==> src/rtl/bcd_seq_ctrl.sv <==
// bcd_seq_ctrl: sequential double-dabble binary-to-BCD converter with valid/ready handshakes.
module bcd_seq_ctrl #(
  parameter int IN_W = 13
) (
  input  logic            clk,
  input  logic            rst_n,
  input  logic            in_valid,
  input  logic [IN_W-1:0] num,
  output logic            in_ready,
  output logic            out_valid,
  input  logic            out_ready,
  output logic [3:0]      Thousands,
  output logic [3:0]      Hundreds,
  output logic [3:0]      Tens,
  output logic [3:0]      Ones,
  output logic            busy
);
  localparam int CW = $clog2(IN_W + 1);
  typedef enum logic [1:0] {IDLE = 2'd0, SHIFT = 2'd1, DONE = 2'd2} state_t;
  state_t          state_q;
  logic [CW-1:0]   cnt_q;
  logic [IN_W-1:0] sr_q;
  logic [15:0]     bcd_q, adj_d, bcd_d;
  always_comb begin
    adj_d = '0;
    for (int i = 0; i < 4; i++)
      adj_d[4*i+:4] = (bcd_q[4*i+:4] >= 4'd5) ? bcd_q[4*i+:4] + 4'd3 : bcd_q[4*i+:4];
    bcd_d = {adj_d[14:0], sr_q[IN_W-1]};
  end
  // Unused encodings fall into default and recover to IDLE on the next edge.
  always_ff @(posedge clk or negedge rst_n) begin
    if (!rst_n) begin
      state_q <= IDLE;
      cnt_q   <= '0;
      sr_q    <= '0;
      bcd_q   <= '0;
    end else begin
      case (state_q)
        IDLE: if (in_valid) begin
          sr_q    <= num;
          bcd_q   <= '0;
          cnt_q   <= CW'(IN_W);
          state_q <= SHIFT;
        end
        SHIFT: begin
          bcd_q <= bcd_d;
          sr_q  <= sr_q << 1;
          cnt_q <= cnt_q - CW'(1);
          if (cnt_q == CW'(1)) state_q <= DONE;
        end
        DONE: if (out_ready) state_q <= IDLE;
        default: state_q <= IDLE;
      endcase
    end
  end
  assign in_ready  = (state_q == IDLE);
  assign out_valid = (state_q == DONE);
  assign busy      = (state_q != IDLE);
  assign {Thousands, Hundreds, Tens, Ones} = bcd_q;
endmodule

==> config.mk <==
export PLATFORM = sky130hd
export DESIGN_NAME = bcd_seq_ctrl
export DESIGN_NICKNAME = d
export VERILOG_FILES = /design/src/rtl/bcd_seq_ctrl.sv
export SDC_FILE = /design/constraint.sdc
export NUM_CORES = 1
export LEC_CHECK = 0
export CORE_ASPECT_RATIO = 1.75
export CORE_MARGIN = 2
export CORE_UTILIZATION = 55
export CTS_CLUSTER_DIAMETER = 80
export DETAILED_ROUTE_END_ITERATION = 12
export GPL_TIMING_DRIVEN = 0
export PLACE_DENSITY = 0.85
export RECOVER_POWER = 50
export REMOVE_ABC_BUFFERS = 1
export SYNTH_ARGS = -nofsm -noshare
export SYNTH_HDL_FRONTEND = slang
export SYNTH_SLANG_ARGS = --single-unit
==> constraint.sdc <==
create_clock -name clk -period 2 [get_ports clk]
set_input_delay 0.4 -clock clk [delete_from_list [all_inputs] [get_ports clk]]
set_output_delay 0.4 -clock clk [all_outputs]
set_load 0.02 [all_outputs]
==> impl_summary.md <==
Timing
The final-layout setup total negative slack is 0 ns. The worst clock skew is 0.00829 ns. The worst-case setup margin in the final layout is 0.0619 ns.

The count of final max-slew check failures is 0. Of the available clock period, the critical path in the final layout requires 96.9%. Setup repair after global routing left no endpoint under its margin. Setup violations remaining at the end of the flow were counted as 0. Based on the critical path, the design can be clocked at up to 0.516 GHz.

For the pin with the worst max-slew slack, the measured transition is 0.900 ns. The count of endpoints failing hold in the final timing report came to 0. For the finished layout, the period the worst path requires is 1.94 ns. The hold slack is 0.213 ns. The remaining max-slew budget at the tightest pin is 39.7%.

Setup path
Traced cell by cell, the critical path runs through or2_2 -> inv_1 -> clkdlybuf4s15_1. The standard cell with the maximum stage delay on the critical path is sky130_fd_sc_hd__dfrtp_1. The largest incremental delay on the critical path is 0.54 ns. The startpoint identified for the worst register-to-register timing path is state_q[1]$_DFFE_PN0P_. The cell count of the worst reg-to-reg path is 3.

Of all nets on the critical path, the largest fanout is 12. Data on the critical path is required at its endpoint by 1.60 ns. Data on the critical path arrives at its endpoint at 1.54 ns. The category of the worst setup path launch point is a flip-flop.

The terminus of the critical flop-to-flop path is sr_q[11]$_DFFE_PN0P_. The critical path start-end classification is flip-flop to primary output. The internal reg-to-reg setup slack is 0.31 ns. The endpoint kind of the worst setup timing path is a primary output.

Worst hold path
The path class of the tightest hold or removal check is input pin to async pin.

Synthesis
Counting every instance in the synthesized netlist gives 188. For this run, the number of Yosys warnings is 0. Each instance of the synthesized netlist takes up on average 10.1 sq um. The flip-flop and latch count after synthesis is 35. The cell taking the most area after synthesis is sky130_fd_sc_hd__dfrtp_1. Summing the sequential cell areas from Yosys gives 46.1% of the chip area. Summing every instance area after synthesis gives 1900 sq um. The area fraction of the dominant cell type after synthesis is 46.1%. The number of library cell types mapped by synthesis is 34. Yosys attributes the largest share of cell area to sky130_fd_sc_hd__dfrtp_1 (46%), sky130_fd_sc_hd__ha_1 (6.6%), sky130_fd_sc_hd__a22oi_1 (4.7%).

Route
The pre-antenna-repair detailed-routing pass consisted of 4 iterations. The post-detailed-route wirelength per cell is 15.6 um. Using the TritonRoute via totals, the vias-per-cell ratio works out to 5.90.

In this run, the number of DRC markers left after iteration 0 of detailed routing was 40. In this run the remaining antenna-violating nets after routing total 0. The number of vias after detailed routing is 1575. For this run, design rule violations remaining after detail routing come to 0. The total wirelength of the detailed-routed design is 4180 um.

Finish
The area growth from synthesis to layout is 23.3%. Cells fill 70.3% of the core in the end. The leading cell type in the layout, fill and taps excluded is sky130_fd_sc_hd__dfrtp_1. Leaving out filler cells and counting taps, the final layout contains 267. The top cell types in the final layout, fill and taps aside, are sky130_fd_sc_hd__dfrtp_1 (34), sky130_fd_sc_hd__clkdlybuf4s50_1 (30), sky130_fd_sc_hd__a21oi_1 (17).

The layout has 266 filler cells. Of the cells placed in the final design, the portion with a size suffix greater than 1 is 8.11%. Registers take 880 sq um. After the last flow step, the layout net total stands at 248. 0 antenna diodes ended up in the layout. The finished cells cover 2340 sq um. The area taken by multi-input logic gates is 903 sq um.

Global routing
The via count of the first global-routing pass is 1588. The number of antenna violations at the first check in global routing is 0. The pin count of the biggest net entering global routing is 36. The total congestion overflow after global routing is 0. The global-route wire length before repair is 6960 um. The total global routing track utilization is 22.7%.

Clock network
The H-tree was split into 2 levels. The tree built by TritonCTS fans out to 35 sinks. The clock tree root driver cell is sky130_fd_sc_hd__clkbuf_8. The TritonCTS clock tree is yes. The clock insertion delay at the later pin of the skew report is 0.29 ns. Clock-pin slew was measured on the worst setup and hold paths at 0.07 ns. The buffer depth of the longest clock path is 2.

The CTS buffer count is 5.

Placed design
Routability-driven placement finished with a final weighted congestion of 0.727. Counting tap cells, the placed design contains a total of 257 instances. Once placement finished, the instance area stood at 2230 sq um.

The HPWL after detailed placement is 2800 um. Prior to clock tree synthesis, the placed netlist has a worst setup slack of -0.359 ns. The quantity of I/O buffers inserted on ports is 35.

Power
The net switching power of the design is 1.60 mW. Of the total power, registers draw 34.3%. The design draws 3.86 mW.

The worst vdd rail ir drop is 1070 uV. The switching fraction of total power is 41.5%. Internal power comes to 2.26 mW.

The standby leakage power is 1.01 nW. The areal power density over the cells is 1650 nW/um^2. The clock network fraction of total power is 15.0%.

Combinational logic burns 50.6% of the power.

Run
The tool flagged a number of max-cap violations equal to 0.

Floorplan
The core footprint is 3330 sq um. In this run the horizontal extent of the chip is 48.4 um. The die covers 3960 sq um. After floorplanning, the core was divided into 28 placement rows. For this configuration, the core starts out at a cell density of 57.0%.

The number of placed I/O pins is 36. The vertical extent of the die is 81.7 um.

Run status
The flow ran to the end, and the final reports show no timing, DRC or antenna violations.
## state kept, by name, summed over array words and instances (netlist names)
| signal | cells |
|---|---|
| state_q | 2 |
| cnt_q | 4 |
| bcd_q | 16 |
| sr_q | 13 |
## power by group through the flow
stage          Sequential, mW  Clock, mW  Combinational, mW
2_1_floorplan            1.45          0               1.15
3_3_place_gp             1.33          0               1.83
3_5_place_dp             1.35          0               1.93
4_1_cts                  1.35      0.589               1.95
5_1_grt                  1.37      0.612               2.14
6_report                 1.33      0.581               1.96
## logic make-up (layout without fill, tap and decap cells)
family,Yosys count,after routing,share of synthesized area (%)
DFF,35,35,46.1
adders and majority gates,10,10,6.59
and+or+nand+nor,36,36,11.5
buffers and inverters,23,57,6.00
xor gates and xnor gates,6,6,2.77
muxes,4,4,2.11
AOI/OAI and AO/OA,74,74,24.9
## how the worst max path moves through the flow
stage	from	endpoint	cells past startpoint
2_1_floorplan	state_q[1]$_DFFE_PN0P_	in_ready	2
3_3_place_gp	in_valid	bcd_q[15]$_DFFE_PN0P_	5
3_5_place_dp	in_valid	bcd_q[3]$_DFFE_PN0P_	5
4_1_cts	state_q[0]$_DFFE_PN0P_	in_ready	3
5_1_grt	state_q[1]$_DFFE_PN0P_	in_ready	3
6_report	state_q[1]$_DFFE_PN0P_	in_ready	3
## what timing repair did
action                     CTS  global route
gates resized for setup      9             1
hold buffers                 0             0
buffers inserted             1             1
setup endpoints to repair    7             2
## layout make-up
class,count,area share (%)
inverter,12,1.93
tap,45,2.41
sequential,35,37.6
timing repair buffer,37,15.0
multi-input combinational,130,38.6
clock inverter,1,0.321
clock buffer,7,4.12
## cells in the mapped netlist, drive strengths merged
| master | number |
|---|---|
| xor2 | 2 |
| a31oi | 1 |
| inv | 12 |
| xnor2 | 4 |
| nand2b | 6 |
| nand3b | 2 |
| buf | 9 |
| dfrtp | 35 |
| nor2b | 14 |
| o21ai | 21 |
| a32o | 4 |
| nand2 | 3 |
| nor2 | 5 |
| nor3b | 1 |
| and2b | 1 |
| o32ai | 2 |
| a22oi | 12 |
| mux2i | 4 |
| o31ai | 4 |
| clkbuf | 2 |
| or2 | 2 |
| nor3 | 1 |
| nand3 | 1 |
| a21oi | 20 |
| a22o | 4 |
| ha | 10 |
| o22ai | 6 |
## critical path: cells and delay by family (launching register included)
kind,cells,cell delay (ns)
flip-flops,1,0.54
AND/OR/NAND/NOR,1,0.36
buffers and inverters,2,0.35
## per-layer routing
metal	wire length [um]	vias to the layer above	GRT usage, %
li1	-	746	-
met1	1650	777	23.3
met2	2300	44	45.3
met3	155	8	3.82
met4	70	0	9.43
met5	0	-	0
Note: power is estimated with default switching activity, not from simulation.
